**src/rtl/base_pkg.sv**
```systemverilog
// Shared helpers for the base_rr_* steering blocks: credit-counter width and
// one-hot vector rotation over a runtime number of ways.
package base_pkg;

    localparam int unsigned MaxWays = 32;

    typedef logic [MaxWays-1:0] wvec_t;

    function automatic int unsigned cred_w(input int unsigned credits);
        return $clog2(credits + 1);
    endfunction

    // Moves bit i to bit (i + amt) mod n; bits at n and above are cleared.
    function automatic wvec_t onehot_rot(input wvec_t v, input int unsigned amt,
                                         input int unsigned n);
        wvec_t       r;
        int unsigned idx;
        r = '0;
        for (int unsigned i = 0; i < MaxWays; i++) begin
            if (i < n) begin
                idx = (i + amt) % n;
                r[idx[4:0]] = v[i[4:0]];
            end
        end
        return r;
    endfunction

endpackage

```
**src/rtl/base_rr_pick.sv**
```systemverilog
// Combinational round-robin picker: one-hot grant of the first requester at or
// after i_ptr, wrapping past ways-1 back to 0.
module base_rr_pick
    import base_pkg::*;
#(
    parameter int unsigned ways = 2,
    parameter int unsigned PtrW = $clog2(ways)
) (
    input  logic [0:ways-1] i_req,
    input  logic [PtrW-1:0] i_ptr,
    output logic [0:ways-1] o_gnt
);

    wvec_t       w_req;
    wvec_t       w_rot;
    wvec_t       w_first;
    wvec_t       w_back;
    int unsigned w_ptr;

    // Rotate so the pointer way sits at bit 0, take the lowest set bit, rotate back.
    always_comb begin
        w_req = '0;
        for (int k = 0; k < ways; k++) w_req[k] = i_req[k];
        w_ptr   = 32'(i_ptr);
        w_rot   = onehot_rot(w_req, ways - w_ptr, ways);
        w_first = w_rot & (~w_rot + wvec_t'(1));
        w_back  = onehot_rot(w_first, w_ptr, ways);
        o_gnt   = '0;
        for (int k = 0; k < ways; k++) o_gnt[k] = w_back[k];
    end

endmodule

```
**src/rtl/base_rr_steer.sv**
```systemverilog
// Credit-based round-robin steering of one valid/ready stream onto `ways` consumers.
// Define BASE_RR_STEER_PKT_EN to keep all beats of a packet on one way (adds i_e).
module base_rr_steer
    import base_pkg::*;
#(
    parameter int unsigned ways    = 2,
    parameter int unsigned credits = 4
) (
    input  logic            clk,
    input  logic            rst_n,
    input  logic            i_v,
    output logic            i_r,
    output logic [0:ways-1] o_v,
    input  logic [0:ways-1] o_r,
    output logic [0:ways-1] sel,
    input  logic [0:ways-1] cr_v,
    output logic            o_idle,
    output logic            o_err
`ifdef BASE_RR_STEER_PKT_EN
    ,
    input  logic            i_e
`endif
);

    localparam int unsigned CredW = cred_w(credits);
    localparam int unsigned PtrW  = $clog2(ways);

    typedef logic [CredW-1:0] cred_t;

    localparam cred_t           CredFull = cred_t'(credits);
    localparam logic [PtrW-1:0] PtrLast  = PtrW'(ways - 1);

    cred_t           r_cred   [ways];
    cred_t           w_cred_d [ways];
    logic [PtrW-1:0] r_ptr;
    logic [PtrW-1:0] w_ptr_d;
    logic            r_err;
    logic            w_err_d;
    logic [0:ways-1] w_elig;
    logic [0:ways-1] w_gnt;
    logic [0:ways-1] w_xfer;
    logic [PtrW-1:0] w_xk;
    logic [PtrW-1:0] w_ptr_inc;
    logic            w_any;

    always_comb begin
        for (int k = 0; k < ways; k++) w_elig[k] = o_r[k] & (r_cred[k] != '0);
    end

    base_rr_pick #(
        .ways (ways),
        .PtrW (PtrW)
    ) u_pick (
        .i_req (w_elig),
        .i_ptr (r_ptr),
        .o_gnt (w_gnt)
    );

    assign i_r    = |sel;
    assign o_v    = sel & {ways{i_v}};
    assign w_xfer = o_v & o_r;

    always_comb begin
        w_any = |w_xfer;
        w_xk  = '0;
        for (int k = 0; k < ways; k++) begin
            if (w_xfer[k]) w_xk = PtrW'(k);
        end
        w_ptr_inc = (w_xk == PtrLast) ? '0 : w_xk + 1'b1;
    end

`ifdef BASE_RR_STEER_PKT_EN
    logic            r_lock;
    logic            w_lock_d;
    logic [PtrW-1:0] r_lw;
    logic [PtrW-1:0] w_lw_d;

    // A locked packet may only continue on its own way, stalling if that way is not eligible.
    always_comb begin
        sel = w_gnt;
        if (r_lock) begin
            sel       = '0;
            sel[r_lw] = w_elig[r_lw];
        end
    end

    always_comb begin
        w_ptr_d  = r_ptr;
        w_lock_d = r_lock;
        w_lw_d   = r_lw;
        if (w_any) begin
            if (i_e) begin
                w_lock_d = 1'b0;
                w_ptr_d  = w_ptr_inc;
            end else begin
                w_lock_d = 1'b1;
                w_lw_d   = w_xk;
            end
        end
    end

    always_ff @(posedge clk or negedge rst_n) begin
        if (!rst_n) begin
            r_lock <= 1'b0;
            r_lw   <= '0;
        end else begin
            r_lock <= w_lock_d;
            r_lw   <= w_lw_d;
        end
    end
`else
    assign sel     = w_gnt;
    assign w_ptr_d = w_any ? w_ptr_inc : r_ptr;
`endif

    always_comb begin
        w_err_d = r_err;
        for (int k = 0; k < ways; k++) begin
            w_cred_d[k] = r_cred[k];
            case ({w_xfer[k], cr_v[k]})
                2'b10: w_cred_d[k] = r_cred[k] - 1'b1;
                2'b01: begin
                    if (r_cred[k] == CredFull) w_err_d = 1'b1;
                    else                       w_cred_d[k] = r_cred[k] + 1'b1;
                end
                default: ;
            endcase
        end
    end

    always_comb begin
        o_idle = 1'b1;
        for (int k = 0; k < ways; k++) begin
            if (r_cred[k] != CredFull) o_idle = 1'b0;
        end
    end

    assign o_err = r_err;

    always_ff @(posedge clk or negedge rst_n) begin
        if (!rst_n) begin
            for (int k = 0; k < ways; k++) r_cred[k] <= CredFull;
            r_ptr <= '0;
            r_err <= 1'b0;
        end else begin
            for (int k = 0; k < ways; k++) r_cred[k] <= w_cred_d[k];
            r_ptr <= w_ptr_d;
            r_err <= w_err_d;
        end
    end

endmodule

```
**config.mk**
```make
export PLATFORM = sky130hd
export DESIGN_NAME = base_rr_steer
export DESIGN_NICKNAME = d
export VERILOG_FILES = /design/src/rtl/base_pkg.sv /design/src/rtl/base_rr_pick.sv /design/src/rtl/base_rr_steer.sv
export SDC_FILE = /design/constraint.sdc
export NUM_CORES = 1
export LEC_CHECK = 0
export BUFFER_PORTS_ARGS = -buffer_cell sky130_fd_sc_hd__buf_4
export CORE_AREA = 8 8 45 47
export DETAILED_ROUTE_END_ITERATION = 8
export DIE_AREA = 0 0 53 55
export HOLD_SLACK_MARGIN = 0.03
export PLACE_DENSITY = 0.67
export RECOVER_POWER = 50
export SETUP_SLACK_MARGIN = 0.05
export SLEW_MARGIN = 10
export SYNTH_ARGS = -nofsm -noshare
export SYNTH_HDL_FRONTEND = slang
export SYNTH_HIERARCHICAL = 1
export SYNTH_SLANG_ARGS = --single-unit
```
**constraint.sdc**
```tcl
create_clock -name clk -period 2.9 [get_ports clk]
set_clock_uncertainty 0.2 [all_clocks]
set_input_delay 0 -clock clk [delete_from_list [all_inputs] [get_ports clk]]
set_output_delay 0 -clock clk [all_outputs]
set_load 0.02 [all_outputs]
```
==> run summary, run 1 <==
proportion of layout cells with a drive suffix above 1: 28.9%
per-cell via count in the routed design: 5.79
f_max: 0.378 GHz
required time of the worst setup path: 2.89 ns
max cap viols: 0
largest fanout of any net on the critical path: 6
maximum clock path buffer count: 2
share of the core filled with cells in the final layout: 59.7%
full die area: 0.00292 mm2
DRC violation count after routing: 0
vias in the first global route: 580
dominant combinational cell family by area after synthesis: simple AND/OR/NAND/NOR gates
kind of cell adding the most delay to the critical path: buffers and inverters
global-route wire length before repair: 2650 um
power density relative to cell area: 842 mW/mm2
share of synthesized cell area in full adder, half adder and majority cells: 3.94%
uppermost layer routed: met4
setup-violating endpoint count in the final report: 0
setup total negative slack: 0 ns
Initial Util: 45.8%
final count of hold timing violations: 0
sequential area share after synthesis: 32.0%
total routed wirelength: 1530 um
register bit count reported by yosys: 8
cts-stage hold buffer count: 8
wire per inst: 14.4 um
die width: 53 um
Commonest cells post-synth: sky130_fd_sc_hd__dfrtp_1, sky130_fd_sc_hd__nand2_1, sky130_fd_sc_hd__nor2_1
number of antenna-violating nets in the routed design: 0
slowest cell on the critical path: sky130_fd_sc_hd__dlygate4sd3_1
slew at the pin closest to its max-slew limit: 0.393 ns
period utilisation layout: 91.2%
CP cell instances: o31a_1 > a21boi_0 > clkbuf_1 > nand3_4 > dlygate4sd3_1 > o41ai_1 > o21ai_1
clock latency on the worst-skew pair: 0.26 ns
Synth Cell Area: 634 um2
Gates resized, CTS repair: 0
Leakage Power: 0.349 nW
RePlAce Congestion: 0.707
Top-Level Pins: 14
Hold/Removal Path Class: input port to async pin
CP arrival: 2.63 ns
standard-cell row count: 14
Layout area overhead: 30.2%
Async S/R FF share, synth: 100%
Final HPWL DP: 1060 um
starting DRC count in detailed routing: 14
Clock Tree Root: sky130_fd_sc_hd__clkbuf_4
Met2 Routed Length: 794 um
most repeated cell in the gate-level netlist after synthesis: sky130_fd_sc_hd__dfrtp_1
net count after synthesis: 76
xor and xnor area share after synthesis: 5.52%
buffers plus inverters on the worst setup path: 2
sum of overflow across all layers after global routing: 0
Final #Nets: 101
post-synthesis average cell area: 9.47 um2
relative max-transition margin: 73.7%
CP peak stage delay: 0.66 ns
status: complete, no violations
count of distinct cell types in the synthesized netlist: 40
compound-gate portion of the synthesized area: 21.9%
final worst path period need: 2.65 ns
initial antenna violation count: 0
number of levels the H-tree was split into: 1
Syn. warnings: 6
pin count of the biggest net entering global routing: 12
number of instances in the synthesized netlist: 67
multiplexer area fraction after synthesis: 2.37%
worst setup path category: flop to flop
length of routed met3 wiring: 49 um
clock net sink count: 8
TritonCTS clock tree: done
top cell type's share of synthesized area: 23.7%
capturing element type of the critical path: flop
fillers: 126
overall via count from detail_route: 614
worst IR drop on VDD: 0.514 mV
max-slew violation count: 0
number of flops mapped to enable cells by yosys: 0
leading register cell type out of synthesis: sky130_fd_sc_hd__dfrtp_1
overall routing resource usage: 12.1%
Synth area leaders: sky130_fd_sc_hd__dfrtp_1, sky130_fd_sc_hd__dfstp_2, sky130_fd_sc_hd__nand3_4, sky130_fd_sc_hd__ha_1, sky130_fd_sc_hd__buf_12
worst setup path startpoint: r_cred[5]$_DFFE_PN1P_
clock-pin slew reported for the worst setup and hold paths after clock tree synthesis: 0.06 ns
setup repair after global routing missed its margin: no
Post-Route M1 WL: 665 um
antenna diode count: 0
number of setup buffers added after CTS: 0
Die Ht: 55 um
Port Buf Inserts: 13
cell type contributing the most total cell area after synthesis: sky130_fd_sc_hd__dfrtp_1
Crit Reg-Reg Startpoint: r_cred[5]$_DFFE_PN1P_
number of buffers created by CTS: 3
core area: 0.00138 mm2
share of synthesized cell area in and, or, nand and nor gates: 29.2%
number of detailed-routing iterations run before antenna repair: 4
crit start category: flop
-- power breakdown --
group / switching (mW) / internal (mW)
clock network: 0.0393 / 0.0474
logic: 0.184 / 0.179
registers: 0.0739 / 0.171
-- sequential cells by signal, indices dropped and copies added (netlist names) --
name    cells
r_ptr       1
r_cred      6
o_err       1
-- layout make-up --
cell class / count / area, um2 / share of cell area, %
multi-input cells: 55 / 399 / 48.3
clock buffers: 3 / 22.5 / 2.73
repair buffers: 22 / 174 / 21.1
inverters: 2 / 7.51 / 0.909
flip-flops and latches: 8 / 203 / 24.5
well taps: 16 / 20.0 / 2.42
-- final timing paths --
| kind | endpoint | slack [ns] | depth (start not counted) |
|---|---|---|---|
| min reg2reg | o_err$_DFF_PN0_ | 0.29 | 2 |
| max | r_cred[5]$_DFFE_PN1P_ | 0.25 | 7 |
| min in group clk | o_err$_DFF_PN0_ | 0.29 | 2 |
| min | r_cred[5]$_DFFE_PN1P_ | 0.11 | 2 |
| max in group asynchronous | o_err$_DFF_PN0_ | 1.65 | 3 |
| max reg2reg | r_cred[5]$_DFFE_PN1P_ | 0.25 | 7 |
-- logic make-up after synthesis --
logic type,Yosys count
flip-flops,8
buffers and inverters,4
multiplexers,1
AO/OA/AOI/OAI,19
adder cells (fa/ha/maj),2
XOR/XNOR,4
AND/OR/NAND/NOR,29
-- placed cells by master, fill, tap and decap left out, types with 3 or more instances in the layout --
| master | count |
|---|---|
| sky130_fd_sc_hd__dlygate4sd3_1 | 8 |
| sky130_fd_sc_hd__nand2_1 | 5 |
| sky130_fd_sc_hd__dfrtp_1 | 6 |
| sky130_fd_sc_hd__clkbuf_1 | 3 |
| sky130_fd_sc_hd__a31oi_1 | 3 |
| sky130_fd_sc_hd__nor2_1 | 5 |
| sky130_fd_sc_hd__nand3_1 | 3 |
| sky130_fd_sc_hd__clkbuf_4 | 3 |
| sky130_fd_sc_hd__a21oi_1 | 3 |
| sky130_fd_sc_hd__buf_4 | 11 |
-- per-layer routing --
layer,global-route usage [%],vias up
met2,19.7,13
met3,3.21,2
li1,-,295
met1,14.4,304
met5,0,-
met4,6.47,0
-- metrics by stage --
stage / power (mW) / cells / setup slack, ns / hold slack (ns) / cell area, um2
final: 0.695 / 106 / 0.255 / 0.109 / 826
after CTS: 0.704 / 106 / 0.299 / 0.0340 / 837
after global routing: 0.762 / 106 / 0.0838 / 0.130 / 826
after global placement: 0.596 / 95 / 0.360 / -0.374 / 734
after floorplan: 0.503 / 67 / 0.0835 / -0.496 / 634
after detailed placement: 0.604 / 95 / 0.322 / -0.374 / 734
Power figures use the tool's default switching activity.
==> run 2, diff against run 1 <==
--- a/config.mk
+++ b/config.mk
@@ -10,7 +10,7 @@
 export DETAILED_ROUTE_END_ITERATION = 8
 export DIE_AREA = 0 0 53 55
 export HOLD_SLACK_MARGIN = 0.03
-export PLACE_DENSITY = 0.67
+export PLACE_DENSITY = 0.72
 export RECOVER_POWER = 50
 export SETUP_SLACK_MARGIN = 0.05
 export SLEW_MARGIN = 10
==> run 2 against run 1 <==
Effect of this change: design area is 0.45% higher; routed wire length stayed put; die area stayed put; hold slack better by 0.0013 ns; critical path type unchanged.
==> run summary, run 2 (same netlist as run 1, synthesis figures left out) <==
core area: 0.00138 mm2 (unchanged)
max cap viols: 0 (unchanged)
most used cells in the layout excluding fill and tap cells: sky130_fd_sc_hd__buf_4, sky130_fd_sc_hd__dlygate4sd3_1, sky130_fd_sc_hd__dfrtp_1
relative max-transition margin: 75.3% (+1.6 points)
status: complete, no violations
Hold/Removal Path Class: input port to async pin
power density relative to cell area: 841 mW/mm2 (about the same)
Most flops, register: r_cred
number of detailed-routing iterations run before antenna repair: 4 (unchanged)
antenna diode count: 0 (unchanged)
kind of cell adding the most delay to the critical path: compound AO/OA/AOI/OAI gates
maximum clock path buffer count: 2 (unchanged)
Clock Tree Root: sky130_fd_sc_hd__clkbuf_4
max-slew violation count: 0 (unchanged)
clock-pin slew reported for the worst setup and hold paths after clock tree synthesis: 0.06 ns (about the same)
CP peak stage delay: 0.44 ns (-0.22 ns)
capturing element type of the critical path: flop
period utilisation layout: 87.8% (-3.5 points)
CP arrival: 2.48 ns (-0.15 ns)
fillers: 133 (+5.6%)
Port Buf Inserts: 13 (unchanged)
sum of overflow across all layers after global routing: 0 (unchanged)
die width: 53 um (unchanged)
starting DRC count in detailed routing: 6 (-8)
slew at the pin closest to its max-slew limit: 0.369 ns (-0.0240 ns)
total routed wirelength: 1530 um (unchanged)
setup total negative slack: 0 ns (unchanged)
pin count of the biggest net entering global routing: 12 (unchanged)
Multi-input gate area: 399 um2 (unchanged)
cell total after placement: 95 (unchanged)
vias in the first global route: 539 (-7.1%)
proportion of layout cells with a drive suffix above 1: 30.0% (+1.1 points)
setup-violating endpoint count in the final report: 0 (unchanged)
worst setup path category: flop to flop
RePlAce Congestion: 0.715 (+1.1%)
Final #Nets: 101 (unchanged)
tightest hold margin: 0.110 ns (+0.00132 ns)
worst IR drop on VDD: 0.436 mV (-15%)
largest fanout of any net on the critical path: 9 (+3)
Largest register FFs: 6 (unchanged)
f_max: 0.393 GHz (+3.9%)
per-cell via count in the routed design: 5.47 (-5.5%)
full die area: 0.00292 mm2 (unchanged)
DRC violation count after routing: 0 (unchanged)
most common cell after layout, fill and taps aside: sky130_fd_sc_hd__buf_4
Leakage Power: 0.353 nW (+1.1%)
TritonCTS clock tree: done
initial antenna violation count: 0 (unchanged)
required time of the worst setup path: 2.83 ns (-0.06 ns)
standard-cell row count: 14 (unchanged)
Gates resized, CTS repair: 0 (unchanged)
Layout area overhead: 30.8%
number of levels the H-tree was split into: 1 (unchanged)
final worst path period need: 2.55 ns (-0.100 ns)
global-route wire length before repair: 2510 um (-5.2%)
final count of hold timing violations: 0 (unchanged)
Die Ht: 55 um (unchanged)
Top-Level Pins: 14 (unchanged)
clock net sink count: 8 (unchanged)
clock latency on the worst-skew pair: 0.25 ns (about the same)
wire per inst: 14.4 um (unchanged)
crit start category: flop
CP cell instances: o31a_1 > a21boi_1 > nand3_4 > nand2_1 > xor2_1 > ha_1 > mux2_4 > nor2_2 > a31oi_1
Initial Util: 45.8% (unchanged)
total power: 0.698 mW (+0.42%)
number of buffers created by CTS: 3 (unchanged)
buffers plus inverters on the worst setup path: 0 (-2)
Final HPWL DP: 1040 um (-2.6%)
sequential standard cell area: 203 um2 (unchanged)
overall routing resource usage: 11.8% (-0.37 points)
number of antenna-violating nets in the routed design: 0 (unchanged)
setup repair after global routing missed its margin: no
slowest cell on the critical path: sky130_fd_sc_hd__dfrtp_1
Final Instance Count excl. Fillers: 106 (unchanged)
overall via count from detail_route: 580 (-5.5%)
-- run 2: changes by cell type in the layout (fill, tap and decap cells not counted) --
cell and delta:
sky130_fd_sc_hd__buf_4 +1, sky130_fd_sc_hd__clkbuf_1 -1
-- run 2: layer usage --
layer	GRT usage [%]	part of all wire, %	routed length (um)
met1	13.2	46	696
met2	19.9	49	750
met3	3.21	3.7	56
met4	6.47	1.7	26
met5	0	0	0
-- run 2: worst paths after layout --
kind	startpoint	end	slack [ns]	depth (start not counted)
worst max register to register	r_cred[3]$_DFFE_PN0P_	r_cred[1]$_DFFE_PN0P_	0.35	9
worst min-delay path	rst_n	r_cred[2]$_DFFE_PN1P_	0.11	2
max in group asynchronous	rst_n	r_cred[3]$_DFFE_PN0P_	1.63	3
worst max-delay path	r_cred[3]$_DFFE_PN0P_	r_cred[1]$_DFFE_PN0P_	0.35	9
worst min register to register	o_err$_DFF_PN0_	o_err$_DFF_PN0_	0.28	2
min in group clk	o_err$_DFF_PN0_	o_err$_DFF_PN0_	0.28	2
-- run 2: repair_timing --
action                    in CTS  in global routing
hold endpoints to repair      16                  0
hold buffers                   8                  0
buffers inserted               0                  0
-- run 2: report_power, final --
group	internal, mW	total (mW)	leakage [nW]	switching (mW)
clock	0.0476	0.0881	0.0138	0.0405
combinational	0.182	0.365	0.252	0.183
sequential	0.171	0.245	0.0868	0.0745
total	0.400	0.698	0.353	0.298
-- run 2: cell type report --
type	instances	share of cell area (%)
Clock buffer	3	2.71
Inverter	2	0.905
Multi-Input combinational cell	55	48.1
Sequential cell	8	24.4
Tap cell	16	2.41
Timing Repair Buffer	22	21.4
-- run 2: metrics by stage --
step	util [%]	worst slack [ns]	area [um2]
after floorplan	-	0.0835	634
after global placement	53.1	0.419	734
after detailed placement	53.1	0.371	734
after CTS	60.5	0.345	837
after global routing	59.9	0.145	830
final	59.9	0.355	830
==> run 3, diff against run 2 <==
--- a/config.mk
+++ b/config.mk
@@ -6,11 +6,12 @@
 export NUM_CORES = 1
 export LEC_CHECK = 0
 export BUFFER_PORTS_ARGS = -buffer_cell sky130_fd_sc_hd__buf_4
-export CORE_AREA = 8 8 45 47
+export CELL_PAD_IN_SITES_DETAIL_PLACEMENT = 1
+export CELL_PAD_IN_SITES_GLOBAL_PLACEMENT = 1
+export CORE_UTILIZATION = 38
 export DETAILED_ROUTE_END_ITERATION = 8
-export DIE_AREA = 0 0 53 55
 export HOLD_SLACK_MARGIN = 0.03
-export PLACE_DENSITY = 0.72
+export PLACE_DENSITY = 0.76
 export RECOVER_POWER = 50
 export SETUP_SLACK_MARGIN = 0.05
 export SLEW_MARGIN = 10
==> run 3 against run 2 <==
Effect of this change: critical path depth stayed put; critical path type unchanged; clock power up 4.7%; largest power group unchanged; global-route usage grew 7.3 points; die area down 37%; non-clock buffer count rose by 1; hold slack gained 0.17 ns; via count grew 5.9%; combinational power up 3%; design area rose by 0.75%; sequential cell count did not move; sequential share of layout area down 0.18 points; critical endpoint unchanged.
==> run summary, run 3 (same netlist as run 1, synthesis figures left out) <==
status: complete, no violations
pin count of the biggest net entering global routing: 12 (unchanged)
standard-cell row count: 14 (unchanged)
Largest register FFs: 6 (unchanged)
CP peak stage delay: 0.45 ns (about the same)
overall routing resource usage: 19.0% (+7.3 points)
Final HPWL DP: 1080 um (+4.0%)
TritonCTS clock tree: done
capturing element type of the critical path: flop
Port Buf Inserts: 13 (unchanged)
worst IR drop on VDD: 0.494 mV (+13%)
proportion of layout cells with a drive suffix above 1: 28.6% (-1.4 points)
Hold/Removal Path Class: flop to flop
worst setup path startpoint: r_cred[3]$_DFFE_PN0P_
number of antenna-violating nets in the routed design: 0 (unchanged)
hold path startpoint: o_err$_DFF_PN0_
Initial Util: 41.6% (-4.2 points)
period utilisation layout: 89.8% (+2.1 points)
antenna diode count: 0 (unchanged)
Worst R2R Path Depth: 9 (unchanged)
setup repair after global routing missed its margin: no
worst setup path category: flop to flop
sum of overflow across all layers after global routing: 0 (unchanged)
number of levels the H-tree was split into: 1 (unchanged)
Crit Reg-Reg Startpoint: r_cred[3]$_DFFE_PN0P_
final count of hold timing violations: 0 (unchanged)
per-cell via count in the routed design: 5.74 (+4.9%)
RePlAce Congestion: 0.820 (+15%)
instance area after placement: 734 um2 (unchanged)
CP cell instances: o31a_1 > a21boi_1 > nand3_4 > nand2_1 > xor2_1 > ha_1 > mux2_4 > nor2_2 > a31oi_1
number of setup buffers added after CTS: 0 (unchanged)
Most flops, register: r_cred
slowest cell on the critical path: sky130_fd_sc_hd__dfrtp_1
Clock Tree Root: sky130_fd_sc_hd__clkbuf_4
Final #Nets: 102 (+0.99%)
Worst R2R Setup Slack: 0.29 ns (-0.06 ns)
dpl ws: 0.329 ns (-0.0417 ns)
post-route setup slack: 0.295 ns (-0.0598 ns)
CP arrival: 2.55 ns (+0.07 ns)
clock-pin slew reported for the worst setup and hold paths after clock tree synthesis: 0.06 ns (about the same)
DRC violation count after routing: 0 (unchanged)
initial antenna violation count: 0 (unchanged)
cell total after placement: 95 (unchanged)
worst hold path depth: 2
vias in the first global route: 564 (+4.6%)
share of the core filled with cells in the final layout: 54.8% (-5.1 points)
Final Instance Count excl. Fillers: 107 (+0.94%)
setup-violating endpoint count in the final report: 0 (unchanged)
total routed wirelength: 1610 um (+5.6%)
Top-Level Pins: 14 (unchanged)
overall via count from detail_route: 614 (+5.9%)
endpoint of the worst-slack reg-to-reg timing path: r_cred[1]$_DFFE_PN0P_
final worst path period need: 2.61 ns (+0.0598 ns)
clock net sink count: 8 (unchanged)
die width: 42.9 um (-19%)
Die Ht: 42.9 um (-22%)
Leakage Power: 0.353 nW (+0.10%)
starting DRC count in detailed routing: 6 (unchanged)
number of buffers created by CTS: 3 (unchanged)
wire per inst: 15.1 um (+4.6%)
core area: 0.00152 mm2 (+10%)
full die area: 0.00184 mm2 (-37%)
setup total negative slack: 0 ns (unchanged)
crit start category: flop
slew at the pin closest to its max-slew limit: 0.384 ns (+0.0149 ns)
most used cells in the layout excluding fill and tap cells: sky130_fd_sc_hd__buf_4, sky130_fd_sc_hd__dlygate4sd3_1, sky130_fd_sc_hd__dfrtp_1
f_max: 0.384 GHz (-2.3%)
relative max-transition margin: 74.3% (-0.99 points)
largest fanout of any net on the critical path: 9 (unchanged)
clock latency on the worst-skew pair: 0.27 ns (+0.02 ns)
power density relative to cell area: 855 mW/mm2 (+1.6%)
maximum clock path buffer count: 2 (unchanged)
cell area after layout: 836 um2 (+0.75%)
global-route wire length before repair: 2570 um (+2.2%)
max-slew violation count: 0 (unchanged)
required time of the worst setup path: 2.84 ns (about the same)
most common cell after layout, fill and taps aside: sky130_fd_sc_hd__buf_4
fillers: 183 (+38%)
number of detailed-routing iterations run before antenna repair: 4 (unchanged)
hold worst-path end: o_err$_DFF_PN0_
Layout area overhead: 31.8%
max cap viols: 0 (unchanged)
-- run 3: cell count changes in the layout (fill, tap and decap cells not counted) --
cell                            before  now
sky130_fd_sc_hd__clkbuf_1            2    3
sky130_fd_sc_hd__dlygate4sd3_1       8    9
sky130_fd_sc_hd__buf_4              12   11
-- run 3: worst max-delay path by stage --
stage	end	depth (start not counted)
4_1_cts	r_cred[1]$_DFFE_PN0P_	9
3_3_place_gp	r_cred[1]$_DFFE_PN0P_	9
2_1_floorplan	r_cred[4]$_DFFE_PN0P_	8
6_report	r_cred[1]$_DFFE_PN0P_	9
5_1_grt	r_cred[1]$_DFFE_PN0P_	9
3_5_place_dp	r_cred[1]$_DFFE_PN0P_	9
-- run 3: power by group --
part	internal (mW)	switching [mW]	total, mW
Clock	0.0478	0.0444	0.0922
Combinational	0.182	0.193	0.375
Sequential	0.171	0.0762	0.247
Total	0.401	0.314	0.714
-- run 3: final cells by class --
| class | instances | area, um2 | share of cell area, % |
|---|---|---|---|
| clock buffers | 3 | 22.5 | 2.69 |
| inverters | 2 | 7.51 | 0.898 |
| multi-input cells | 55 | 399 | 47.8 |
| flip-flops and latches | 8 | 203 | 24.3 |
| well taps | 16 | 20.0 | 2.40 |
| repair buffers | 23 | 184 | 22.0 |
-- run 3: per-layer routing --
metal / GRT usage [%] / vias to the layer above / wire length (um)
met4: 9.38 / 0 / 34
met5: 0 / - / 0
met2: 28.5 / 20 / 678
met3: 4.26 / 5 / 89
met1: 25.6 / 289 / 811
li1: - / 300 / -
-- run 3: repair_timing --
item	CTS	global route
endpoints found under the hold margin	16	0
gates resized for setup	0	0
setup endpoints to repair	0	0
hold buffers	9	0
-- run 3: through the flow --
stage | total power [mW] | hold WS (ns)
2_1_floorplan | 0.503 | -0.496
3_3_place_gp | 0.597 | -0.371
3_5_place_dp | 0.613 | -0.370
4_1_cts | 0.721 | 0.289
5_1_grt | 0.763 | 0.307
6_report | 0.714 | 0.278
-- run 3: worst max-delay path: cells and delay by family, from the launching register on --
kind,cells,cell delay (ns)
compound gates,3,0.69
xor+xnor,1,0.16
fa+ha+maj,1,0.28
flops,1,0.45
mux,1,0.28
simple gates,3,0.39
